--- config.mk ---
export PLATFORM = sky130hd
export DESIGN_NAME = alu_rr_scheduler_flat
export DESIGN_NICKNAME = d
export VERILOG_FILES = /design/src/rtl/alu_rr_scheduler_pkg.sv /design/src/rtl/alu_rr_scheduler_if.sv /design/src/rtl/alu_rr_scheduler_rr_arbiter.sv /design/src/rtl/alu_rr_scheduler.sv /design/src/flat_wrapper.sv
export SDC_FILE = /design/constraint.sdc
export NUM_CORES = 1
export LEC_CHECK = 0
export CAP_MARGIN = 30
export CORE_AREA = 2 2 167 169
export DETAILED_ROUTE_END_ITERATION = 12
export DIE_AREA = 0 0 169 171
export GPL_TIMING_DRIVEN = 1
export PLACE_DENSITY = 0.6
export SLEW_MARGIN = 5
export SYNTH_ARGS = -nofsm -noshare
export SYNTH_HDL_FRONTEND = slang
export SYNTH_SLANG_ARGS = --single-unit
--- constraint.sdc ---
create_clock -name clk -period 3.3 [get_ports clk]
set_input_delay 0.66 -clock clk [delete_from_list [all_inputs] [get_ports clk]]
set_output_delay 0.66 -clock clk [all_outputs]
set_load 0.01 [all_outputs]
--- src/rtl/alu_rr_scheduler_pkg.sv ---
// Shared constants and types for the ALU round-robin scheduler.
package alu_sched_pkg;

  localparam int unsigned NUM_REQ_D   = 4;
  localparam int unsigned WIDTH_D     = 32;
  localparam int unsigned OP_W_D      = 3;
  localparam int unsigned NUM_UNITS_D = 3;

  typedef enum logic [1:0] {
    IDLE,
    EXEC,
    RESP
  } sched_state_t;

endpackage

--- src/rtl/alu_rr_scheduler_if.sv ---
// Request fan-in and response channel between client engines and the scheduler.
interface alu_rr_scheduler_if import alu_sched_pkg::*; #(
  parameter int unsigned NUM_REQ = NUM_REQ_D,
  parameter int unsigned WIDTH   = WIDTH_D,
  parameter int unsigned OP_W    = OP_W_D,
  parameter int unsigned SEL_W   = $clog2(NUM_UNITS_D) + 1
);

  localparam int unsigned ID_W = $clog2(NUM_REQ);

  logic [NUM_REQ-1:0]            req_valid;
  logic [NUM_REQ-1:0]            req_ready;
  logic [NUM_REQ-1:0][WIDTH-1:0] req_a;
  logic [NUM_REQ-1:0][WIDTH-1:0] req_b;
  logic [NUM_REQ-1:0][OP_W-1:0]  req_op;
  logic [NUM_REQ-1:0][SEL_W-1:0] req_sel;

  logic                          rsp_valid;
  logic                          rsp_ready;
  logic [WIDTH-1:0]              rsp_data;
  logic [ID_W-1:0]               rsp_id;
  logic                          rsp_err;

  modport master (
    output req_valid, req_a, req_b, req_op, req_sel, rsp_ready,
    input  req_ready, rsp_valid, rsp_data, rsp_id, rsp_err
  );

  modport slave (
    input  req_valid, req_a, req_b, req_op, req_sel, rsp_ready,
    output req_ready, rsp_valid, rsp_data, rsp_id, rsp_err
  );

endinterface

--- src/rtl/alu_rr_scheduler_rr_arbiter.sv ---
// Round-robin arbiter: one-hot grant, search starts one past the last accepted winner.
module rr_arbiter #(
  parameter int unsigned N = 4
) (
  input  logic         clk,
  input  logic         rst,
  input  logic [N-1:0] req,
  input  logic         advance,
  output logic [N-1:0] grant
);

  localparam int unsigned IW = (N > 1) ? $clog2(N) : 1;

  // prio_q is the index that currently has top priority
  logic [IW-1:0] prio_q;
  logic [IW-1:0] win_idx;
  logic [IW-1:0] hi_idx;
  logic [IW-1:0] lo_idx;
  logic          hi_found;
  logic          lo_found;

  // Lowest requester at/after the pointer wins; otherwise wrap to the lowest requester overall
  always_comb begin
    hi_found = 1'b0;
    lo_found = 1'b0;
    hi_idx   = '0;
    lo_idx   = '0;
    for (int i = N - 1; i >= 0; i--) begin
      if (req[i]) begin
        lo_found = 1'b1;
        lo_idx   = IW'(i);
        if (IW'(i) >= prio_q) begin
          hi_found = 1'b1;
          hi_idx   = IW'(i);
        end
      end
    end
    win_idx = hi_found ? hi_idx : lo_idx;
    grant   = '0;
    if (lo_found) grant[win_idx] = 1'b1;
  end

  // Pointer moves only on an accepted handshake
  always_ff @(posedge clk) begin
    if (rst) begin
      prio_q <= '0;
    end else if (advance) begin
      prio_q <= (win_idx == IW'(N - 1)) ? '0 : win_idx + 1'b1;
    end
  end

endmodule

--- src/rtl/alu_rr_scheduler.sv ---
// Shares one ALU between NUM_REQ requesters; one operation in flight, tagged response.
module alu_rr_scheduler import alu_sched_pkg::*; #(
  parameter int unsigned NUM_REQ   = NUM_REQ_D,
  parameter int unsigned WIDTH     = WIDTH_D,
  parameter int unsigned OP_W      = OP_W_D,
  parameter int unsigned NUM_UNITS = NUM_UNITS_D,
  parameter int unsigned SEL_W     = $clog2(NUM_UNITS) + 1
) (
  input  logic                         clk,
  input  logic                         rst,
  alu_rr_scheduler_if.slave            bus,
  output logic [WIDTH-1:0]             alu_a,
  output logic [WIDTH-1:0]             alu_b,
  output logic [OP_W-1:0]              alu_op,
  output logic [$clog2(NUM_UNITS)-1:0] alu_sel,
  input  logic [WIDTH-1:0]             alu_out
);

  localparam int unsigned ID_W = $clog2(NUM_REQ);
  localparam int unsigned UW   = $clog2(NUM_UNITS);

  sched_state_t       state;
  logic [NUM_REQ-1:0] grant;
  logic               can_accept;
  logic               accept;

  logic [ID_W-1:0]    gnt_id;
  logic [WIDTH-1:0]   pick_a;
  logic [WIDTH-1:0]   pick_b;
  logic [OP_W-1:0]    pick_op;
  logic [SEL_W-1:0]   pick_sel;

  logic [ID_W-1:0]    id_q;
  logic               err_q;
  logic               rsp_valid_q;
  logic [WIDTH-1:0]   rsp_data_q;
  logic [ID_W-1:0]    rsp_id_q;
  logic               rsp_err_q;

  rr_arbiter #(
    .N(NUM_REQ)
  ) u_arb (
    .clk    (clk),
    .rst    (rst),
    .req    (bus.req_valid),
    .advance(accept),
    .grant  (grant)
  );

  // Route the granted requester's payload toward the issue registers
  always_comb begin
    gnt_id   = '0;
    pick_a   = '0;
    pick_b   = '0;
    pick_op  = '0;
    pick_sel = '0;
    for (int i = 0; i < NUM_REQ; i++) begin
      if (grant[i]) begin
        gnt_id   = ID_W'(i);
        pick_a   = bus.req_a[i];
        pick_b   = bus.req_b[i];
        pick_op  = bus.req_op[i];
        pick_sel = bus.req_sel[i];
      end
    end
  end

  // A new op may enter while idle, or while the current response is being taken
  assign can_accept    = (state == IDLE) || ((state == RESP) && bus.rsp_ready);
  assign accept        = can_accept && (|grant);
  assign bus.req_ready = {NUM_REQ{can_accept}} & grant;

  assign bus.rsp_valid = rsp_valid_q;
  assign bus.rsp_data  = rsp_data_q;
  assign bus.rsp_id    = rsp_id_q;
  assign bus.rsp_err   = rsp_err_q;

  // Issue/response FSM with registered ALU inputs and response outputs
  always_ff @(posedge clk) begin
    if (rst) begin
      state       <= IDLE;
      alu_a       <= '0;
      alu_b       <= '0;
      alu_op      <= '0;
      alu_sel     <= '0;
      id_q        <= '0;
      err_q       <= 1'b0;
      rsp_valid_q <= 1'b0;
      rsp_data_q  <= '0;
      rsp_id_q    <= '0;
      rsp_err_q   <= 1'b0;
    end else begin
      if (accept) begin
        alu_a  <= pick_a;
        alu_b  <= pick_b;
        alu_op <= pick_op;
        id_q   <= gnt_id;
        // Illegal unit selects are steered to unit 0 and flagged
        if (pick_sel >= SEL_W'(NUM_UNITS)) begin
          alu_sel <= '0;
          err_q   <= 1'b1;
        end else begin
          alu_sel <= pick_sel[UW-1:0];
          err_q   <= 1'b0;
        end
      end
      case (state)
        IDLE: begin
          if (accept) state <= EXEC;
        end
        EXEC: begin
          rsp_data_q  <= err_q ? '0 : alu_out;
          rsp_id_q    <= id_q;
          rsp_err_q   <= err_q;
          rsp_valid_q <= 1'b1;
          state       <= RESP;
        end
        RESP: begin
          if (bus.rsp_ready) begin
            rsp_valid_q <= 1'b0;
            state       <= accept ? EXEC : IDLE;
          end
        end
        default: state <= IDLE;
      endcase
    end
  end

endmodule

--- src/flat_wrapper.sv ---
// flat-port wrapper written by rule: the top's interface ports become plain ports
module alu_rr_scheduler_flat import alu_sched_pkg::*;
#(
  parameter int unsigned NUM_REQ   = NUM_REQ_D,
  parameter int unsigned WIDTH     = WIDTH_D,
  parameter int unsigned OP_W      = OP_W_D,
  parameter int unsigned NUM_UNITS = NUM_UNITS_D,
  parameter int unsigned SEL_W     = $clog2(NUM_UNITS) + 1
)
  (clk, rst, alu_a, alu_b, alu_op, alu_sel, alu_out, bus_req_valid, bus_req_a, bus_req_b, bus_req_op, bus_req_sel, bus_rsp_ready, bus_req_ready, bus_rsp_valid, bus_rsp_data, bus_rsp_id, bus_rsp_err);
  alu_rr_scheduler_if #(.NUM_REQ(NUM_REQ), .WIDTH(WIDTH), .OP_W(OP_W), .SEL_W(SEL_W)) bus_i ();
  input  logic clk;
  input  logic rst;
  output logic [WIDTH-1:0] alu_a;
  output logic [WIDTH-1:0] alu_b;
  output logic [OP_W-1:0] alu_op;
  output logic [$clog2(NUM_UNITS)-1:0] alu_sel;
  input  logic [WIDTH-1:0] alu_out;
  input wire logic [$bits(bus_i.req_valid)-1:0] bus_req_valid;
  input wire logic [$bits(bus_i.req_a)-1:0] bus_req_a;
  input wire logic [$bits(bus_i.req_b)-1:0] bus_req_b;
  input wire logic [$bits(bus_i.req_op)-1:0] bus_req_op;
  input wire logic [$bits(bus_i.req_sel)-1:0] bus_req_sel;
  input wire logic [$bits(bus_i.rsp_ready)-1:0] bus_rsp_ready;
  output wire logic [$bits(bus_i.req_ready)-1:0] bus_req_ready;
  output wire logic [$bits(bus_i.rsp_valid)-1:0] bus_rsp_valid;
  output wire logic [$bits(bus_i.rsp_data)-1:0] bus_rsp_data;
  output wire logic [$bits(bus_i.rsp_id)-1:0] bus_rsp_id;
  output wire logic [$bits(bus_i.rsp_err)-1:0] bus_rsp_err;
  assign bus_i.req_valid = bus_req_valid;
  assign bus_i.req_a = bus_req_a;
  assign bus_i.req_b = bus_req_b;
  assign bus_i.req_op = bus_req_op;
  assign bus_i.req_sel = bus_req_sel;
  assign bus_i.rsp_ready = bus_rsp_ready;
  assign bus_req_ready = bus_i.req_ready;
  assign bus_rsp_valid = bus_i.rsp_valid;
  assign bus_rsp_data = bus_i.rsp_data;
  assign bus_rsp_id = bus_i.rsp_id;
  assign bus_rsp_err = bus_i.rsp_err;
  alu_rr_scheduler #(.NUM_REQ(NUM_REQ), .WIDTH(WIDTH), .OP_W(OP_W), .NUM_UNITS(NUM_UNITS), .SEL_W(SEL_W)) u_core (.clk(clk), .rst(rst), .bus(bus_i), .alu_a(alu_a), .alu_b(alu_b), .alu_op(alu_op), .alu_sel(alu_sel), .alu_out(alu_out));
endmodule
* Word level (Yosys, flattened, before mapping)
Index checks and enable logic that the tools add are counted.
** Storage, ports and cells
- Register bits :: 112
- Bits in latches :: 0
- Memory bits (writable) :: 0
- Bits in read-only memories :: 0
- Input bits :: 319
- Output and inout port bits :: 109
- Word-level logic and storage cells :: 92
- Memories kept :: 0
** Operators by class
- $add $sub $neg :: 1
- Multiply operators :: 0
- Divide/modulo/power cells :: 0
- $lt $le $gt $ge :: 7
- Eq/ne operators :: 5
- Shift-type cells :: 0
- Multiplexer cells :: 57
- Bitwise logic cells :: 1
- Reduce and logical (&&, ||, !) cells :: 9
** Operators with widths (count)
- 2-to-1 mux 32 bit :: 9
- 2-to-1 mux 2 bit :: 19
- 2-to-1 mux 3 bit :: 8
- 2-to-1 mux 1 bit :: 17
- one-hot mux 2 bit (3 select lines) :: 1
- bitwise AND 4 bit :: 1
- == test 2 bit, second input constant :: 2
- >= comparator 1 x 2 -> 1 bit, first input constant :: 2
- >= comparator 2 bit, first input constant :: 2
- 2-to-1 mux 4 bit :: 1
- AND reduction 2 bit :: 2
- OR reduction 4 bit :: 1
- >= comparator 3 x 2 -> 1 bit, second input constant :: 1
- logical AND 1 bit :: 3
- < comparator 2 x 3 -> 1 bit, second input constant :: 1
- adder 2 x 1 -> 2 bit, second input constant :: 1
- demux 1 bit (select 2 bit) :: 1
- == test 2 x 1 -> 1 bit, second input constant :: 1
- >= comparator 2 x 1 -> 1 bit, second input constant :: 1
- logical NOT 2 bit :: 1
- inequality test 2 x 1 -> 1 bit, second input constant :: 1
- inequality test 2 bit, second input constant :: 1
- one-hot mux 1 bit (2 select lines) :: 1
- nonzero test 2 bit :: 1
- logical OR 1 bit :: 1

* Logic depth before layout (Yosys ltp)
- Depth after elaboration :: 21
- Gate-level depth with buffers :: 14
- Depth with buffers taken out :: 10

* Modules after synthesis
From an unflattened synthesis, not the netlist that was laid out.
** Unflattened totals
- Cells, all modules :: 638
- Area, all modules :: 5861.9 um^2
** Modules (own cells, without submodules)
- alu_rr_scheduler :: times used 1, cells each 609, area each 5619.1 um^2, seq. area each 2202.1 um^2
- rr_arbiter :: times used 1, cells each 29, area each 242.7 um^2, seq. area each 40.0 um^2

* Worst setup path after synthesis
Ideal clock, no wire load.
- Path kind :: input port to output port
- Start :: input bus_req_valid[2]
- End :: output bus_req_ready[3]
- Arrival time :: 2.420 ns
- Data required time :: 2.640 ns
- Setup slack :: 0.220 ns
- Stages on the path :: 8
- Buffers on the path :: 2
- Cell sequence :: mux2i_1 > nor2_1 > nor3_1 > ha_1 > clkbuf_1 > inv_1 > clkbuf_1 > nor4_1
** Between the ends
- Word-level cells in the longest chain between the ends :: 12
- Elaborated cells on any way between the ends :: 24
- Classes of those cells :: order compare: 2; mux: 20; bitwise: 1; reduce/logical: 1
** RTL lines
- start: declaration :: RTL line flat_wrapper.sv:19 : input wire logic [$bits(bus_i.req_valid)-1:0] bus_req_valid;
- 2-to-1 mux 2 bit / 2-to-1 mux 1 bit (equally long branches) :: RTL line alu_rr_scheduler_rr_arbiter.sv:29 : if (req[i]) begin
- 2-to-1 mux 2 bit / 2-to-1 mux 1 bit (equally long branches) :: RTL line alu_rr_scheduler_rr_arbiter.sv:32 : if (IW'(i) >= prio_q) begin
- 2-to-1 mux 2 bit / 2-to-1 mux 1 bit (equally long branches) :: RTL line alu_rr_scheduler_rr_arbiter.sv:29
- 2-to-1 mux 2 bit / 2-to-1 mux 1 bit (equally long branches) :: RTL line alu_rr_scheduler_rr_arbiter.sv:32
- 2-to-1 mux 2 bit / 2-to-1 mux 1 bit (equally long branches) :: RTL line alu_rr_scheduler_rr_arbiter.sv:29
- 2-to-1 mux 2 bit :: RTL line alu_rr_scheduler_rr_arbiter.sv:38 : win_idx = hi_found ? hi_idx : lo_idx;
- < comparator 2 x 3 -> 1 bit (implied by the code) / >= comparator 2 x 1 -> 1 bit (equally long branches) :: RTL line alu_rr_scheduler_rr_arbiter.sv:40 : if (lo_found) grant[win_idx] = 1'b1;
- logical AND 1 bit (implied by the code) :: RTL line alu_rr_scheduler_rr_arbiter.sv:40
- 2-to-1 mux 1 bit (implied by the code) :: RTL line alu_rr_scheduler_rr_arbiter.sv:40
- demux 1 bit (select 2 bit) :: RTL line alu_rr_scheduler_rr_arbiter.sv:40
- 2-to-1 mux 4 bit * :: RTL line alu_rr_scheduler_rr_arbiter.sv:40
- bitwise AND 4 bit * :: RTL line alu_rr_scheduler.sv:71 : assign bus.req_ready = {NUM_REQ{can_accept}} & grant;
- end: declaration :: RTL line flat_wrapper.sv:25 : output wire logic [$bits(bus_i.req_ready)-1:0] bus_req_ready;
Every way passes the cells marked *; elsewhere a longest branch is shown, timed or not.

* Worst setup path in the final report
- Start :: input bus_req_valid[2]
- End :: output bus_req_ready[2]
Same word-level chain as after synthesis.

==> reports/summary.log <==
[status] outcome completed
[global_routing] global-route usage over all layers 18.1%
[critical_path] largest fanout on the critical path 4
[final_layout] layout overhead on the synthesized area 89.7%
[clocking] Clock Pin Slew Worst Setup and Hold Paths 0.08 ns
[floorplanning] Core Region 27,300 sq um
[sta] Finish-stage setup viols 0
[detailed_routing] vias per std cell 4.78
[sta] Period minus WS final 3.15 ns
[logic_synthesis] Primary FF master, synth dfxtp_1
[detailed_routing] 1st-iter DRT viols 408
[min_path] cell depth of the worst min-delay path 2
[global_routing] number of global-route vias before repair 6,946
[power_and_ir_drop] maximum ir drop on the vdd rail 0.333 mV
[critical_path] worst path required time 2.64 ns
[final_layout] number of antenna repair diodes 0
[logic_synthesis] netlist area before placement 5830 sq um
[logic_synthesis] average cell area after synthesis 7.72 sq um
[logic_synthesis] Mapped Nets 1,078
[logic_synthesis] Synth Area in Compound Gates 25.0%
[detailed_routing] DRC viols 0
[power_and_ir_drop] Tot Pwr 9130 uW
[critical_path] delay contributed by the slowest stage of the critical path 0.52 ns
[floorplanning] die outline width 169 um
[logic_synthesis] proportion of synthesized flip-flops having asynchronous set or reset 0%
[logic_synthesis] distinct cell type count of the synthesized netlist 36
[sta] post-route clock period utilization 95.3%
[global_routing] largest net degree at the start of global routing 100
[critical_path] CP startpoint kind input pin
[min_path] min-delay worst type reg -> reg
[critical_path] type of the worst setup path in -> out
[logic_synthesis] total of warnings raised by yosys 0
[global_routing] final global-route overflow total 0
[floorplanning] Placement Rows 61
[critical_path] Arr. time, crit path 2.49 ns
[logic_synthesis] area fraction in and, or, nand and nor cells after synthesis 27.9%
[sta] worst setup skew after layout 0.0107 ns
[sta] endpoints failing hold 0
[logic_synthesis] share of the yosys chip area belonging to registers 38.5%
[logic_synthesis] fraction of synthesized cell area in xor and xnor cells 0%
[placement] final estimated routing congestion in global placement 0.815
[floorplanning] total die area 28,900 sq um
[detailed_routing] DR WL/cell 18.1 um
[global_routing] first-pass GRT wire length 40.2 mm
[clocking] TritonCTS clock tree built
[min_path] worst hold endpoint u_core.alu_sel[1]$_SDFFE_PP0P_
[sta] final count of pins violating max slew 0
[critical_path] critical path cell sequence clkdlybuf4s50_1, nand2b_1, a21oi_1, nor3_1, buf_4, inv_1, ha_2, inv_2, nor4_1, dlygate4sd2_1
[critical_path] Reg-to-Reg Start u_core.u_arb.prio_q[1]$_SDFFE_PP0P_
[critical_path] number of cell instances on the worst register-to-register path 13
[clocking] # hold bufs at CTS 0
[floorplanning] Initial Util 21.3%
[detailed_routing] via total after detailed routing 7,251
[final_layout] most common cell after layout, fill and taps aside clkdlybuf4s50_1
[min_path] beginning of the worst hold path u_core.alu_sel[1]$_SDFFE_PP0P_
[logic_synthesis] number of flops mapped to enable cells by yosys 0
[floorplanning] chip height 171 um
[clocking] Clock Tree Root clkbuf_16
[sta] TNS Setup 0 ns
[clocking] number of H-tree levels 3
[critical_path] R2R Path End u_core.alu_sel[1]$_SDFFE_PP0P_
[logic_synthesis] flip-flop and latch count after synthesis 112
[detailed_routing] number of optimization iterations in the first detailed-route pass 5
[critical_path] setup slack of the most critical reg-to-reg path 0.52 ns
[clocking] clock sink total 112
[detailed_routing] Detail Route Antenna Nets 0
[flow_run] max-cap violation count 0
[clocking] CTS Buf Count 9
[sta] unrepaired setup endpoints after global routing false
[critical_path] buffer and inverter count on the worst path 5
[clocking] Post CTS Setup Buffer Count 0
[logic_synthesis] multiplexer share of the synthesized area 0.858%
[logic_synthesis] combinational family with the most area after synthesis simple AND/OR/NAND/NOR gates
[logic_synthesis] Adder-Cell Fraction of Synth Area 0.858%
[power_and_ir_drop] total power density per cell area 826 nW/um^2
[critical_path] standard cell with the maximum stage delay on the critical path clkdlybuf4s50_1
[detailed_routing] wire length after detailed routing 27.5 mm
[power_and_ir_drop] leakage power total 0.00398 uW
[global_routing] antenna violations before repair 0
[sta] slew at the pin closest to its max-slew limit 0.953 ns
[floorplanning] I/O pin cnt 428
[placement] count of buffers inserted at the top-level ports 427
[critical_path] cell family with the largest share of critical-path delay buffers and inverters
[critical_path] endpoint type of the worst setup path primary output
[final_layout] fraction of layout cells with a size suffix above 1 7.76%
[placement] estimated wirelength of the detail-placed design 21.2 mm
[final_layout] number of nets in the finished design 1,490
[sta] final worst hold slack 0.481 ns
[logic_synthesis] synthesized netlist cell count 755
[sta] achievable clock frequency 318 MHz
[clocking] clock buffer depth 2
[sta] Max-Slew Margin vs Limit 36.4%
[clocking] clock latency at the later pin of the worst-skew pair 0.36 ns
[final_layout] most frequent cells in the layout 422 x clkdlybuf4s50_1, 157 x nor2_1, 119 x nor3_1
==> final cells by class <==
cell class | count | area [sq um]
multi-input combinational | 552 | 3230
timing repair buffer | 486 | 4820
fill | 2819 | 16300
clock inverter | 6 | 70.1
inverter | 6 | 22.5
sequential | 112 | 2240
tap | 346 | 433
clock buffer | 10 | 239
==> state kept, by name (all words and copies together) (netlist names) <==
name,count
u_core.bus.rsp_data,32
u_core.err_q,1
u_core.state,2
u_core.alu_sel,2
u_core.u_arb.prio_q,2
u_core.id_q,2
u_core.alu_a,32
u_core.alu_b,32
u_core.alu_op,3
u_core.bus.rsp_id,2
u_core.bus.rsp_valid,1
u_core.bus.rsp_err,1
==> worst max path at each step <==
stage                      from                           end  slack, ns  depth (start not counted)
2_1_floorplan  bus_req_valid[2]              bus_req_ready[3]       0.22                          8
3_3_place_gp   bus_req_valid[0]  u_core.alu_a[4]$_SDFFE_PP0P_      -0.28                         14
3_5_place_dp   bus_req_valid[0]  u_core.alu_a[2]$_SDFFE_PP0P_      -0.36                         13
4_1_cts        bus_req_valid[0]  u_core.alu_a[2]$_SDFFE_PP0P_       0.05                         13
5_1_grt        bus_req_valid[2]              bus_req_ready[2]      0.004                         10
6_report       bus_req_valid[2]              bus_req_ready[2]       0.15                         10
==> metal layers <==
| metal | GRT usage [%] | routed length (um) |
|---|---|---|
| met5 | 0 | 0 |
| met4 | 4.98 | 492 |
| met3 | 4.02 | 1700 |
| met2 | 31.2 | 13200 |
| met1 | 22.7 | 12100 |
==> through the flow <==
| stage | utilization, % | instance area (sq um) | cells | worst slack, ns |
|---|---|---|---|---|
| 2_1_floorplan | - | 5830 | 755 | 0.220 |
| 3_3_place_gp | 39.3 | 10700 | 1502 | -0.276 |
| 3_5_place_dp | 39.3 | 10700 | 1502 | -0.357 |
| 4_1_cts | 40.4 | 11000 | 1518 | 0.0467 |
| 5_1_grt | 40.5 | 11100 | 1518 | 0.00444 |
| 6_report | 40.5 | 11100 | 1518 | 0.154 |
==> cell usage after synthesis, drive strengths merged, types with 2 or more instances <==
library cell	instances	area (sq um)
a211oi	49	368
a21oi	59	295
a221oi	69	604
and2	4	25.0
buf	25	158
clkbuf	60	225
dfxtp	112	2240
ha	4	50.1
inv	5	18.8
mux2i	5	50.1
nand2	6	22.5
nand2b	6	37.5
nor2	157	589
nor2b	3	18.8
nor3	121	611
nor3b	32	240
nor4	3	33.8
o22ai	20	125
o31ai	2	15.0
==> kinds of logic after synthesis <==
kind of cell | Yosys count
and+or+nand+nor | 338
AOI/OAI and AO/OA | 205
DFF | 112
buffers and inverters | 91
muxes | 5
adders and majority gates | 4
==> tightest hold or removal path, cell delays in order (launching register included) <==
cell and delay (ns):
dfxtp_1 0.32, nand3_1 0.06, o31ai_1 0.06
==> power by group <==
group	switching, uW	internal, uW
Combinational	2990	2820
Sequential	288	1890
Clock	584	562
==> timing repair <==
action	CTS	global route
gates resized for setup	4	4
endpoints found under the hold margin	0	0
setup endpoints to repair	4	5
cloned	0	0
pin swaps	0	0
No activity file was read; power rests on OpenSTA's default activity.
==> RTL change: new RTL, same flow settings <==
Encoding of `sched_state_t`: now one-hot (3 bits for 3 states).
--- a/src/rtl/alu_rr_scheduler_pkg.sv
+++ b/src/rtl/alu_rr_scheduler_pkg.sv
@@ -6,10 +6,10 @@
   localparam int unsigned OP_W_D      = 3;
   localparam int unsigned NUM_UNITS_D = 3;
 
-  typedef enum logic [1:0] {
-    IDLE,
-    EXEC,
-    RESP
+  typedef enum logic [2:0] {
+    IDLE = 3'b001,
+    EXEC = 3'b010,
+    RESP = 3'b100
   } sched_state_t;
 
 endpackage
Check against the original RTL: same outputs for any inputs over 4 cycles, from zero or initial values and one cycle with rst high; so few cycles prove little.
==> RTL change against the original RTL <==
Cell count increased by 1.9%. Cell area is 4.2% higher. Clock power up 59%. Clock skew up 0.0023 ns. Worst setup slack worse by 0.027 ns. First-iteration DRC count is 2.9% lower. Area after synthesis grew 3.3%. Maximum frequency fell by 0.85%. Wire length up 4.1%. Largest power group unchanged. Count of clock-buffer cells in the layout increased by 7. Largest cell class unchanged. Worst hold slack improved by 0.0021 ns. Non-clock buffer count down 1. Power rose by 4.3%. Sequential cell count grew 1.
==> RTL change: results (changes against the original RTL) <==
[worst_setup_path]
worstPathMaxFanout = 5  ; +1
critPathMaxStageDelay_ns = 0.55  ; +0.03 ns

[place]
place.gp.congestion = 0.966  ; +18%
dpl_cell_area_um2 = 11000  ; +2.0%
place_hpwl_mm = 21.9  ; +3.0%

[routing]
drt-met1-wl_mm = 11.9  ; -1.6%
wl_met3_mm = 2.26  ; +33%
first_pass_iters = 5  ; unchanged
wl_met2_mm = 13.7  ; +3.5%
vias = 7502  ; +3.5%
wl_per_cell_um = 18.5  ; +2.2%
top_layer = met4
drt_iter0_drc = 396  ; -2.9%

[clock_network]
cts_setup_buffers = 0  ; unchanged
clock_latency_ns = 0.42  ; +0.06 ns
h-tree-depth = 4  ; +1

[synth]
yosys-top-cells-area = dfxtp_1 (38%), a221oi_1 (10%), nor3_1 (9.9%), nor2_1 (7.5%), a211oi_1 (6.2%)
synth_compound_area_frac = 0.248  ; -0.00193
synthAdderAreaFrac = 0.00831  ; -0.000273
synth_nets = 1089  ; +1.0%
ys_seq_area_frac = 0.376  ; -0.00890
synthMuxAreaShare = 0.00665  ; -0.00194
ys_top_cells_by_count = nor2_1 (120), nor3_1 (119), dfxtp_1 (113)
yosys.cell_types.count = 38  ; +5.6%

[global_routing]
gr-usage-all-layers = 0.191  ; +0.0100
grt_max_degree = 61  ; -39%
antenna_found_initial = 2  ; +2
first_global_vias = 7293  ; +5.0%
grt_pass1_wl_mm = 42.4  ; +5.5%

[power]
ir_drop_mv = 0.378  ; +14%
leakage_nw = 4.13  ; +3.6%

[cells_and_area]
layout.nets = 1509  ; +1.3%
drive_gt1_frac = 0.0851  ; +0.00743

[run_status]
status = complete, no violations

[sta]
skew_ns = 0.0130  ; +0.00229 ns

[RTL change: cell types whose count changed after synthesis, sizes merged, moves of 2 or more]
cell    change
nor2b      +50
buf         +8
a32oi       +2
o31ai       -2
nor3        -2
a211oi      +2
clkbuf      -9
nor2       -37
nor4        +2
o22ai       -2
nand2b      -2
[RTL change: area by class of cell]
class	count	area, µm²
multi-input cells	564	3410
diodes	2	5.00
fillers	2761	15800
clock buffers	17	425
well taps	346	433
repair buffers	485	4820
inverters	5	18.8
clock inverters	15	150
flip-flops and latches	113	2260
[RTL change: logic make-up (layout without fill, tap and decap cells)]
| logic type | Yosys count | in the layout |
|---|---|---|
| other cells | 0 | 2 |
| compound gates | 209 | 209 |
| fa+ha+maj | 4 | 4 |
| flops | 113 | 113 |
| simple gates | 347 | 347 |
| buf+inv | 89 | 522 |
| mux | 4 | 4 |
[RTL change: final timing paths]
kind,start,end,slack (ns),cells after the start
worst max-delay path,bus_req_valid[0],bus_req_ready[2],0.13,8
worst max register to register,u_core.u_arb.prio_q[1],u_core.alu_b[15],0.53,13
worst min register to register,u_core.bus.rsp_data[1],u_core.bus.rsp_data[1],0.48,2
worst min-delay path,u_core.bus.rsp_data[1],u_core.bus.rsp_data[1],0.48,2
[RTL change: per-stage QoR]
stage	instances	setup WS, ns
global placement	1512	-0.162
CTS	1545	0.123
detailed placement	1513	-0.171
floorplan	766	0.223
finish	1547	0.127
global route	1546	0.0268
[RTL change: repair_timing]
| item | 4_1_cts | 5_1_grt |
|---|---|---|
| setup endpoints to repair | 4 | 0 |
| gates resized for setup | 5 | 0 |
| hold endpoints to repair | 0 | 0 |
[RTL change: worst register-to-register path, cell delays in order, from the launching register on]
cell and delay, ns:
dfxtp_1 0.43, mux2i_1 0.25, nor2_1 0.06, nor3_1 0.23, buf_4 0.18, ha_2 0.22
buf_4 0.14, nor2b_4 0.04, buf_4 0.19, buf_4 0.21, a221oi_1 0.32, nor3_1 0.09
a211oi_1 0.18, nor3_1 0.07
[RTL change: routing by layer]
metal	track usage	vias to the layer above
met5	0	-
met3	0.0553	47
met1	0.232	3450
met4	0.0687	0
met2	0.322	308
li1	-	3697
[RTL change: power by group]
group / switching, W / internal, W
Sequential: 0.000264 / 0.00178
Clock: 0.000765 / 0.00106
Combinational: 0.00291 / 0.00274
Total: 0.00394 / 0.00558
